### config.mk
export PLATFORM = sky130hd
export DESIGN_NAME = lstm_delta_seq_flat
export DESIGN_NICKNAME = d
export VERILOG_FILES = /design/src/rtl/lstm_delta_seq_pkg.sv /design/src/rtl/lstm_delta_seq_if.sv /design/src/rtl/lstm_delta_seq_mult.sv /design/src/rtl/lstm_delta_seq.sv /design/src/flat_wrapper.sv
export SDC_FILE = /design/constraint.sdc
export NUM_CORES = 2
export LEC_CHECK = 0
export BUFFER_PORTS_ARGS = -buffer_cell sky130_fd_sc_hd__buf_2
export CAP_MARGIN = 20
export CORE_UTILIZATION = 45
export CTS_CLUSTER_DIAMETER = 60
export DETAILED_ROUTE_END_ITERATION = 10
export PLACE_DENSITY = 0.65
export SYNTH_ARGS = -nofsm -noshare
export SYNTH_HDL_FRONTEND = slang
export SYNTH_SLANG_ARGS = --single-unit
### constraint.sdc
create_clock -name clk -period 22.5 [get_ports clk]
set_clock_uncertainty 0.05 [all_clocks]
set_input_delay 4.5 -clock clk [delete_from_list [all_inputs] [get_ports clk]]
set_output_delay 4.5 -clock clk [all_outputs]
set_load 0.02 [all_outputs]
### src/rtl/lstm_delta_seq_pkg.sv
// Shared types and constants for the LSTM backprop delta engine.
// Holds FSM encoding, step counts and per-cell input/gate indices.
package lstm_delta_seq_pkg;
  typedef enum logic [1:0] {
    ST_IDLE,
    ST_SCAL,
    ST_MAC,
    ST_DONE
  } state_e;

  localparam int SCAL_STEPS = 16;
  localparam int NSCAL = 11;

  localparam int S_T   = 0;
  localparam int S_H   = 1;
  localparam int S_DHP = 2;
  localparam int S_DCP = 3;
  localparam int S_CN  = 4;
  localparam int S_C   = 5;
  localparam int S_A   = 6;
  localparam int S_I   = 7;
  localparam int S_F   = 8;
  localparam int S_O   = 9;
  localparam int S_FP  = 10;

  localparam int G_A = 0;
  localparam int G_I = 1;
  localparam int G_F = 2;
  localparam int G_O = 3;

  function automatic int clog2_min1(input int n);
    return (n > 1) ? $clog2(n) : 1;
  endfunction
endpackage

### src/rtl/lstm_delta_seq_if.sv
// Start/done handshake bundle of the delta engine.
// The engine is the slave; the sequencer driving it is the master.
interface lstm_delta_seq_if;
  logic i_start;
  logic o_ready;
  logic o_busy;
  logic o_done;

  modport master (
    output i_start,
    input  o_ready,
    input  o_busy,
    input  o_done
  );

  modport slave (
    input  i_start,
    output o_ready,
    output o_busy,
    output o_done
  );
endinterface

### src/rtl/lstm_delta_seq_mult.sv
// Shared fixed-point multiplier (wrap or saturate) and the
// clamp-style tanh used for the cell-state activation.
module fxp_mult_sat #(
  parameter int WIDTH = 32,
  parameter int FRAC  = 24,
  parameter int SAT   = 0
) (
  input  logic signed [WIDTH-1:0] a,
  input  logic signed [WIDTH-1:0] b,
  output logic signed [WIDTH-1:0] p
);
  localparam int PW = 2 * WIDTH;
  localparam logic signed [PW-1:0] MAXV =
    {{(WIDTH+1){1'b0}}, {(WIDTH-1){1'b1}}};
  localparam logic signed [PW-1:0] MINV =
    {{(WIDTH+1){1'b1}}, {(WIDTH-1){1'b0}}};

  logic signed [PW-1:0] full;
  logic signed [PW-1:0] shf;

  assign full = {{WIDTH{a[WIDTH-1]}}, a}
              * {{WIDTH{b[WIDTH-1]}}, b};
  assign shf = full >>> FRAC;

  always_comb begin
    p = shf[WIDTH-1:0];
    if (SAT != 0) begin
      if (shf > MAXV) p = MAXV[WIDTH-1:0];
      else if (shf < MINV) p = MINV[WIDTH-1:0];
    end
  end
endmodule

module lstm_tanh #(
  parameter int WIDTH = 32,
  parameter int FRAC  = 24
) (
  input  logic signed [WIDTH-1:0] x,
  output logic signed [WIDTH-1:0] y
);
  localparam logic signed [WIDTH-1:0] ONE =
    {{(WIDTH-1){1'b0}}, 1'b1} << FRAC;
  localparam logic signed [WIDTH-1:0] NEG = -ONE;

  always_comb begin
    y = x;
    if (x > ONE) y = ONE;
    else if (x < NEG) y = NEG;
  end
endmodule

### src/rtl/lstm_delta_seq.sv
// LSTM BPTT delta engine: per-cell scalar chain then weight MACs,
// all products time-multiplexed onto one fixed-point multiplier.
module lstm_delta_seq
  import lstm_delta_seq_pkg::*;
#(
  parameter int WIDTH    = 32,
  parameter int FRAC     = 24,
  parameter int NUM      = 2,
  parameter int NUM_LSTM = 1,
  parameter int SAT      = 0
) (
  input  logic clk,
  input  logic rst,
  lstm_delta_seq_if.slave hs,
  input  logic [NUM_LSTM*WIDTH-1:0] i_t,
  input  logic [NUM_LSTM*WIDTH-1:0] i_h,
  input  logic [NUM_LSTM*WIDTH-1:0] i_d_h_prev,
  input  logic [NUM_LSTM*WIDTH-1:0] i_d_c_prev,
  input  logic [NUM_LSTM*WIDTH-1:0] i_c_next,
  input  logic [NUM_LSTM*WIDTH-1:0] i_c,
  input  logic [NUM_LSTM*WIDTH-1:0] i_a,
  input  logic [NUM_LSTM*WIDTH-1:0] i_i,
  input  logic [NUM_LSTM*WIDTH-1:0] i_f,
  input  logic [NUM_LSTM*WIDTH-1:0] i_o,
  input  logic [NUM_LSTM*WIDTH-1:0] i_f_prev,
  input  logic [NUM_LSTM*(NUM+NUM_LSTM)*WIDTH-1:0] w_a,
  input  logic [NUM_LSTM*(NUM+NUM_LSTM)*WIDTH-1:0] w_i,
  input  logic [NUM_LSTM*(NUM+NUM_LSTM)*WIDTH-1:0] w_f,
  input  logic [NUM_LSTM*(NUM+NUM_LSTM)*WIDTH-1:0] w_o,
  output logic [NUM_LSTM*WIDTH-1:0] o_d_tot,
  output logic [NUM_LSTM*WIDTH-1:0] o_d_c_next,
  output logic [NUM_LSTM*4*WIDTH-1:0] o_dgates,
  output logic [NUM*WIDTH-1:0] o_d_x_now,
  output logic [NUM_LSTM*WIDTH-1:0] o_d_h_next
);
  localparam int ROW   = NUM + NUM_LSTM;
  localparam int MACN  = 4 * ROW;
  localparam int NSTEP = (MACN > SCAL_STEPS) ? MACN : SCAL_STEPS;
  localparam int SW    = clog2_min1(NSTEP);
  localparam int CW    = clog2_min1(NUM_LSTM);
  localparam int JW    = clog2_min1(ROW);
  localparam int NC    = 1 << CW;
  localparam int NJ    = 1 << JW;
  localparam int WROW  = NUM_LSTM * ROW * WIDTH;

  typedef logic signed [WIDTH-1:0] word_t;
  localparam word_t ONE = {{(WIDTH-1){1'b0}}, 1'b1} << FRAC;

  // Arrays are padded to powers of two so counter indices fit exactly.
  logic [NUM_LSTM*WIDTH-1:0] sin [NSCAL];
  logic [WROW-1:0] win [4];
  word_t sc [NSCAL][NC];
  word_t wt [4][NC][NJ];

  assign sin[S_T]   = i_t;
  assign sin[S_H]   = i_h;
  assign sin[S_DHP] = i_d_h_prev;
  assign sin[S_DCP] = i_d_c_prev;
  assign sin[S_CN]  = i_c_next;
  assign sin[S_C]   = i_c;
  assign sin[S_A]   = i_a;
  assign sin[S_I]   = i_i;
  assign sin[S_F]   = i_f;
  assign sin[S_O]   = i_o;
  assign sin[S_FP]  = i_f_prev;
  assign win[G_A] = w_a;
  assign win[G_I] = w_i;
  assign win[G_F] = w_f;
  assign win[G_O] = w_o;

  for (genvar k = 0; k < NC; k++) begin : g_c
    for (genvar s = 0; s < NSCAL; s++) begin : g_s
      if (k < NUM_LSTM) begin : g_v
        assign sc[s][k] = sin[s][k*WIDTH +: WIDTH];
      end else begin : g_z
        assign sc[s][k] = '0;
      end
    end
    for (genvar g = 0; g < 4; g++) begin : g_g
      for (genvar j = 0; j < NJ; j++) begin : g_j
        if (k < NUM_LSTM && j < ROW) begin : g_v
          assign wt[g][k][j] =
            win[g][(k*ROW+j)*WIDTH +: WIDTH];
        end else begin : g_z
          assign wt[g][k][j] = '0;
        end
      end
    end
  end

  state_e state_q, state_d;
  logic [SW-1:0] step_q, step_d;
  logic [CW-1:0] cell_q, cell_d;
  word_t s_q, s_d, q_q, q_d, dcn_q, dcn_d;
  word_t dg_q [4];
  word_t dg_d [4];
  word_t acc_q [NJ];
  word_t acc_d [NJ];
  word_t sum_q [NJ];
  word_t sum_d [NJ];
  word_t tot_q [NC];
  word_t tot_d [NC];
  word_t dco_q [NC];
  word_t dco_d [NC];
  word_t dgo_q [NC][4];
  word_t dgo_d [NC][4];

  word_t ma, mb, prod, tc, d_tot, d_h;
  logic [JW-1:0] j_idx;
  logic [1:0] g_idx;
  int st;

  fxp_mult_sat #(.WIDTH(WIDTH), .FRAC(FRAC), .SAT(SAT)) u_mul (
    .a(ma), .b(mb), .p(prod)
  );

  lstm_tanh #(.WIDTH(WIDTH), .FRAC(FRAC)) u_tanh (
    .x(sc[S_C][cell_q]), .y(tc)
  );

  assign st    = int'(step_q);
  assign j_idx = JW'(step_q >> 2);
  assign g_idx = step_q[1:0];
  assign d_tot = sc[S_H][cell_q] - sc[S_T][cell_q];
  assign d_h   = d_tot + sc[S_DHP][cell_q];

  assign hs.o_ready = (state_q == ST_IDLE);
  assign hs.o_busy  = (state_q == ST_SCAL) || (state_q == ST_MAC);
  assign hs.o_done  = (state_q == ST_DONE);

  always_comb begin
    state_d = state_q;
    step_d  = step_q;
    cell_d  = cell_q;
    s_d     = s_q;
    q_d     = q_q;
    dcn_d   = dcn_q;
    dg_d    = dg_q;
    acc_d   = acc_q;
    sum_d   = sum_q;
    tot_d   = tot_q;
    dco_d   = dco_q;
    dgo_d   = dgo_q;
    ma      = '0;
    mb      = '0;
    unique case (state_q)
      ST_IDLE: begin
        if (hs.i_start) begin
          state_d = ST_SCAL;
          step_d  = '0;
          cell_d  = '0;
          acc_d   = '{default: '0};
        end
      end
      ST_SCAL: begin
        step_d = step_q + SW'(1);
        case (st)
          0:  begin ma = d_h; mb = sc[S_O][cell_q]; s_d = prod; end
          1:  begin ma = tc; mb = tc; q_d = prod; end
          2:  begin ma = s_q; mb = ONE - q_q; s_d = prod; end
          3:  begin
            ma = sc[S_FP][cell_q];
            mb = sc[S_DCP][cell_q];
            dcn_d = s_q + prod;
          end
          4:  begin ma = dcn_q; mb = sc[S_I][cell_q]; s_d = prod; end
          5:  begin ma = sc[S_A][cell_q]; mb = sc[S_A][cell_q]; q_d = prod; end
          6:  begin ma = s_q; mb = ONE - q_q; dg_d[G_A] = prod; end
          7:  begin ma = dcn_q; mb = sc[S_A][cell_q]; s_d = prod; end
          8:  begin ma = s_q; mb = sc[S_I][cell_q]; s_d = prod; end
          9:  begin ma = s_q; mb = ONE - sc[S_I][cell_q]; dg_d[G_I] = prod; end
          10: begin ma = dcn_q; mb = sc[S_CN][cell_q]; s_d = prod; end
          11: begin ma = s_q; mb = sc[S_F][cell_q]; s_d = prod; end
          12: begin ma = s_q; mb = ONE - sc[S_F][cell_q]; dg_d[G_F] = prod; end
          13: begin ma = d_h; mb = tc; s_d = prod; end
          14: begin ma = s_q; mb = sc[S_O][cell_q]; s_d = prod; end
          default: begin
            ma = s_q;
            mb = ONE - sc[S_O][cell_q];
            dg_d[G_O] = prod;
            tot_d[cell_q] = d_tot;
            dco_d[cell_q] = dcn_q;
            dgo_d[cell_q][G_A] = dg_q[G_A];
            dgo_d[cell_q][G_I] = dg_q[G_I];
            dgo_d[cell_q][G_F] = dg_q[G_F];
            dgo_d[cell_q][G_O] = prod;
            step_d  = '0;
            state_d = ST_MAC;
          end
        endcase
      end
      ST_MAC: begin
        ma = dg_q[g_idx];
        mb = wt[g_idx][cell_q][j_idx];
        acc_d[j_idx] = acc_q[j_idx] + prod;
        step_d = step_q + SW'(1);
        if (st == MACN - 1) begin
          step_d = '0;
          if (int'(cell_q) == NUM_LSTM - 1) begin
            sum_d   = acc_d;
            state_d = ST_DONE;
          end else begin
            cell_d  = cell_q + CW'(1);
            state_d = ST_SCAL;
          end
        end
      end
      ST_DONE: state_d = ST_IDLE;
    endcase
  end

  always_ff @(posedge clk or posedge rst) begin
    if (rst) begin
      state_q <= ST_IDLE;
      step_q  <= '0;
      cell_q  <= '0;
      s_q     <= '0;
      q_q     <= '0;
      dcn_q   <= '0;
      dg_q    <= '{default: '0};
      acc_q   <= '{default: '0};
      sum_q   <= '{default: '0};
      tot_q   <= '{default: '0};
      dco_q   <= '{default: '0};
      dgo_q   <= '{default: '0};
    end else begin
      state_q <= state_d;
      step_q  <= step_d;
      cell_q  <= cell_d;
      s_q     <= s_d;
      q_q     <= q_d;
      dcn_q   <= dcn_d;
      dg_q    <= dg_d;
      acc_q   <= acc_d;
      sum_q   <= sum_d;
      tot_q   <= tot_d;
      dco_q   <= dco_d;
      dgo_q   <= dgo_d;
    end
  end

  for (genvar k = 0; k < NUM_LSTM; k++) begin : g_ok
    assign o_d_tot[k*WIDTH +: WIDTH]    = tot_q[k];
    assign o_d_c_next[k*WIDTH +: WIDTH] = dco_q[k];
    assign o_d_h_next[k*WIDTH +: WIDTH] = sum_q[NUM+k];
    for (genvar g = 0; g < 4; g++) begin : g_og
      assign o_dgates[(k*4+g)*WIDTH +: WIDTH] = dgo_q[k][g];
    end
  end

  for (genvar j = 0; j < NUM; j++) begin : g_ox
    assign o_d_x_now[j*WIDTH +: WIDTH] = sum_q[j];
  end
endmodule

### src/flat_wrapper.sv
// flat-port wrapper written by rule: the top's interface ports become plain ports
module lstm_delta_seq_flat import lstm_delta_seq_pkg::*;
#(
  parameter int WIDTH    = 32,
  parameter int FRAC     = 24,
  parameter int NUM      = 2,
  parameter int NUM_LSTM = 1,
  parameter int SAT      = 0
)
  (clk, rst, i_t, i_h, i_d_h_prev, i_d_c_prev, i_c_next, i_c, i_a, i_i, i_f, i_o, i_f_prev, w_a, w_i, w_f, w_o, o_d_tot, o_d_c_next, o_dgates, o_d_x_now, o_d_h_next, hs_i_start, hs_o_ready, hs_o_busy, hs_o_done);
  lstm_delta_seq_if hs_i ();
  input  logic clk;
  input  logic rst;
  input  logic [NUM_LSTM*WIDTH-1:0] i_t;
  input  logic [NUM_LSTM*WIDTH-1:0] i_h;
  input  logic [NUM_LSTM*WIDTH-1:0] i_d_h_prev;
  input  logic [NUM_LSTM*WIDTH-1:0] i_d_c_prev;
  input  logic [NUM_LSTM*WIDTH-1:0] i_c_next;
  input  logic [NUM_LSTM*WIDTH-1:0] i_c;
  input  logic [NUM_LSTM*WIDTH-1:0] i_a;
  input  logic [NUM_LSTM*WIDTH-1:0] i_i;
  input  logic [NUM_LSTM*WIDTH-1:0] i_f;
  input  logic [NUM_LSTM*WIDTH-1:0] i_o;
  input  logic [NUM_LSTM*WIDTH-1:0] i_f_prev;
  input  logic [NUM_LSTM*(NUM+NUM_LSTM)*WIDTH-1:0] w_a;
  input  logic [NUM_LSTM*(NUM+NUM_LSTM)*WIDTH-1:0] w_i;
  input  logic [NUM_LSTM*(NUM+NUM_LSTM)*WIDTH-1:0] w_f;
  input  logic [NUM_LSTM*(NUM+NUM_LSTM)*WIDTH-1:0] w_o;
  output logic [NUM_LSTM*WIDTH-1:0] o_d_tot;
  output logic [NUM_LSTM*WIDTH-1:0] o_d_c_next;
  output logic [NUM_LSTM*4*WIDTH-1:0] o_dgates;
  output logic [NUM*WIDTH-1:0] o_d_x_now;
  output logic [NUM_LSTM*WIDTH-1:0] o_d_h_next;
  input wire logic [$bits(hs_i.i_start)-1:0] hs_i_start;
  output wire logic [$bits(hs_i.o_ready)-1:0] hs_o_ready;
  output wire logic [$bits(hs_i.o_busy)-1:0] hs_o_busy;
  output wire logic [$bits(hs_i.o_done)-1:0] hs_o_done;
  assign hs_i.i_start = hs_i_start;
  assign hs_o_ready = hs_i.o_ready;
  assign hs_o_busy = hs_i.o_busy;
  assign hs_o_done = hs_i.o_done;
  lstm_delta_seq #(.WIDTH(WIDTH), .FRAC(FRAC), .NUM(NUM), .NUM_LSTM(NUM_LSTM), .SAT(SAT)) u_core (.clk(clk), .rst(rst), .hs(hs_i), .i_t(i_t), .i_h(i_h), .i_d_h_prev(i_d_h_prev), .i_d_c_prev(i_d_c_prev), .i_c_next(i_c_next), .i_c(i_c), .i_a(i_a), .i_i(i_i), .i_f(i_f), .i_o(i_o), .i_f_prev(i_f_prev), .w_a(w_a), .w_i(w_i), .w_f(w_f), .w_o(w_o), .o_d_tot(o_d_tot), .o_d_c_next(o_d_c_next), .o_dgates(o_dgates), .o_d_x_now(o_d_x_now), .o_d_h_next(o_d_h_next));
endmodule
==> reports/metrics.yaml <==
cts_tree: "done"
place_congestion: 1.06
cp_top_family: "compound AO/OA/AOI/OAI gates"
drive_above_1_share_pct: 19.8
cp_slowest_cell: "a31oi_1"
area_growth_pct: 14.8
rsz0062_at_grt: "false"
initial_utilization_pct: 45.3
antenna_found_initial: 101
grt_pass1_wl_um: 478000
synth-edff-count: 0
fp-row-count: 145
grt.total_usage_pct: 42.9
synthXorXnorAreaFrac_pct: 2.45
avgSynthCellArea_um2: 9.21
startpoint_type: "input port"
fmax_mhz: 47.1
slew_violations: 0
worst_slew_pin_slew_ns: 1.27
wire_per_inst_um: 31.7
cp_max_fo: 16
yosysUniqueCellTypes: 100
cts_hold_buf: 0
ant_nets: 0
ys.flop_type: "dfrtp_1"
ys_warn_count: 0
cts_root_buf: "clkbuf_16"
synth_compound_area_share_pct: 11.8
fin_crit_sh_pct: 94.4
viasPerCell: 6.06
seq_area_frac_synth_pct: 21.7
initialDrtViolationCount: 8196
num_vias: 65200
pin_count: 1030
wirelength_um: 341000
synth_fp_nets: 9714
synth_top_area_share_pct: 27.9
dieArea_um2: 159000
tns_ns: 0
synthAdderAreaFrac_pct: 33.2
final_hold_viol_count: 0
worstPathRequired_ns: 23.05
coreArea_um2: 156000
final-setup-viol-count: 0
synth_area_um2: 70800
fp.dieH_um: 399
synthSimpleGateAreaFrac_pct: 15.0
final_nets: 10500
synth_mux_area_share_pct: 7.05
post_cts.repair.setup_buffers: 0
synth_top_cell_by_area: "fa_1"
async_reset_ff_share_pct: 100
fin_area_um2: 81300
grt_max_degree: 169
io_buffers: 1029
clock_latency_ns: 0.74
cp_num_buf_inv: 9
dr.pass1.iters: 8
clock-sinks: 614
holdWs_ns: 0.414
synth_top_family_by_area: "adder cells"
max_cap_violations: 0
htreeDepth: 3
dp_hpwl_um: 279000
fin_crit_ns: 21.25
grt.overflow.total: 0
netlist_instances: 7686
clk_path_buf_depth: 3
numCtsBuffers: 76
cp.arrival_ns: 21.79
die_w_um: 399
relSlewSlack_pct: 15.5
worst_setup_path_end_kind: "register"
worstHoldPathType: "reg2reg"
status: "completed"
clkTransAtPathRegs_ns: 0.06
synth_seq_cells: 614
synth_area_leaders: "fa_1, dfrtp_1, nand2_1, inv_1, ha_1"
cts_resized: 0
crit_path_max_incr_delay_ns: 0.62
grt_pass1_vias: 64000
critPathKind: "in2reg"
crit_path_frequent_cell: "fa_1"
drcViolationCount: 0
dpl_cell_area_um2: 78300
flip-flops by register name, indices dropped and copies added (netlist names):
signal,count
u_core.state_q,2
u_core.dg_q,97
u_core.acc_q,128
u_core.o_d_tot,32
u_core.o_d_c_next,32
u_core.dcn_q,32
u_core.q_q,32
u_core.o_dgates,127
u_core.s_q,32
u_core.o_d_h_next,32
u_core.step_q,4
u_core.o_d_x_now,64
path summary, 6_finish.rpt:
check	startpoint	to	slack, ns	cells after the start
max	i_h[0]	u_core.acc_q[63]$_DFFE_PP0P_	1.25	71
min	u_core.o_d_tot[7]$_DFFE_PP0P_	u_core.o_d_tot[7]$_DFFE_PP0P_	0.41	2
max reg2reg	u_core.step_q[1]$_DFFE_PP0P_	u_core.acc_q[63]$_DFFE_PP0P_	4.63	56
min reg2reg	u_core.o_d_tot[7]$_DFFE_PP0P_	u_core.o_d_tot[7]$_DFFE_PP0P_	0.41	2
max in group asynchronous	rst	u_core.dg_q[52]$_DFFE_PP0P_	15.40	5
min in group asynchronous	rst	u_core.o_d_x_now[42]$_DFFE_PP0P_	3.88	2
routing by layer:
metal,vias to the layer above,wire length (um),global-route usage (%)
li1,26600,-,-
met1,33100,127000,55.2
met2,4449,144000,61.5
met3,957,43400,14.3
met4,56,26700,28.1
met5,-,346,0
synth_stat cells, types with 19 or more instances:
cell type and instances:
mux2_2 46, a31oi_1 19, inv_1 1120, o21bai_1 19, a22o_1 100, buf_4 38, a221o_1 30, nand3_1 87
o21a_1 24, or2_2 33, and2_1 115, mux4_2 159, and3_1 36, buf_1 23, mux2i_1 89, buf_2 37
a221oi_1 51, nor2b_1 77, ha_1 303, clkbuf_1 361, a22oi_1 98, nor3_1 42, nor2_1 507, xor2_1 59
nand2b_1 89, nand2_1 1375, a21oi_1 210, fa_1 986, o21ai_0 455, xnor2_1 129, dfrtp_1 614, a21o_1 58
kinds of logic after synthesis:
logic type / count (synthesis)
compound gates: 1261
xor+xnor: 192
fa+ha+maj: 1289
buf+inv: 1587
flops: 614
mux: 294
simple gates: 2449
layout by cell type (no fill, tap or decap), drive strengths merged, types with 24 or more instances in the layout:
cell type | Yosys | final
nand2 | 1375 | 1375
buf | 103 | 1218
inv | 1121 | 1128
fa | 986 | 986
dfrtp | 614 | 614
nor2 | 507 | 507
o21ai | 464 | 464
ha | 303 | 303
a21oi | 211 | 211
mux4 | 159 | 159
xnor2 | 129 | 129
diode | 0 | 124
and2 | 120 | 120
a22o | 100 | 100
a22oi | 98 | 98
clkbuf | 361 | 98
mux2i | 89 | 89
nand2b | 89 | 89
nand3 | 88 | 88
nor2b | 77 | 77
a221oi | 62 | 62
xor2 | 59 | 59
a21o | 58 | 58
mux2 | 46 | 46
nor3 | 44 | 44
and3 | 37 | 37
or2 | 33 | 33
a221o | 30 | 30
clkinv | 2 | 25
o21a | 24 | 24
metrics by stage:
stage / util [%] / setup WS (ns) / instances
global route: 52.0 / 0.533 / 10700
floorplan: - / 0.758 / 7686
finish: 52.0 / 1.25 / 10800
global placement: 50.1 / 1.13 / 10500
detailed placement: 50.1 / 1.10 / 10500
CTS: 51.8 / 1.68 / 10600
tightest hold or removal path, cell delays in order (launching register included):
cell,delay (ns)
dfrtp_1,0.33
nand2_1,0.05
nand2_1,0.05
final cells by class:
cell class	count	area, um2
fillers	14600	74900
multi-input cells	5485	49500
flip-flops and latches	614	15400
repair buffers	1219	6650
inverters	1123	4220
well taps	2058	2570
clock buffers	97	2070
clock inverters	38	541
diodes	124	310
Power is left out: the tool's default activity adds up to more than one toggle a clock period on the data nets, which glitch-free logic cannot reach.
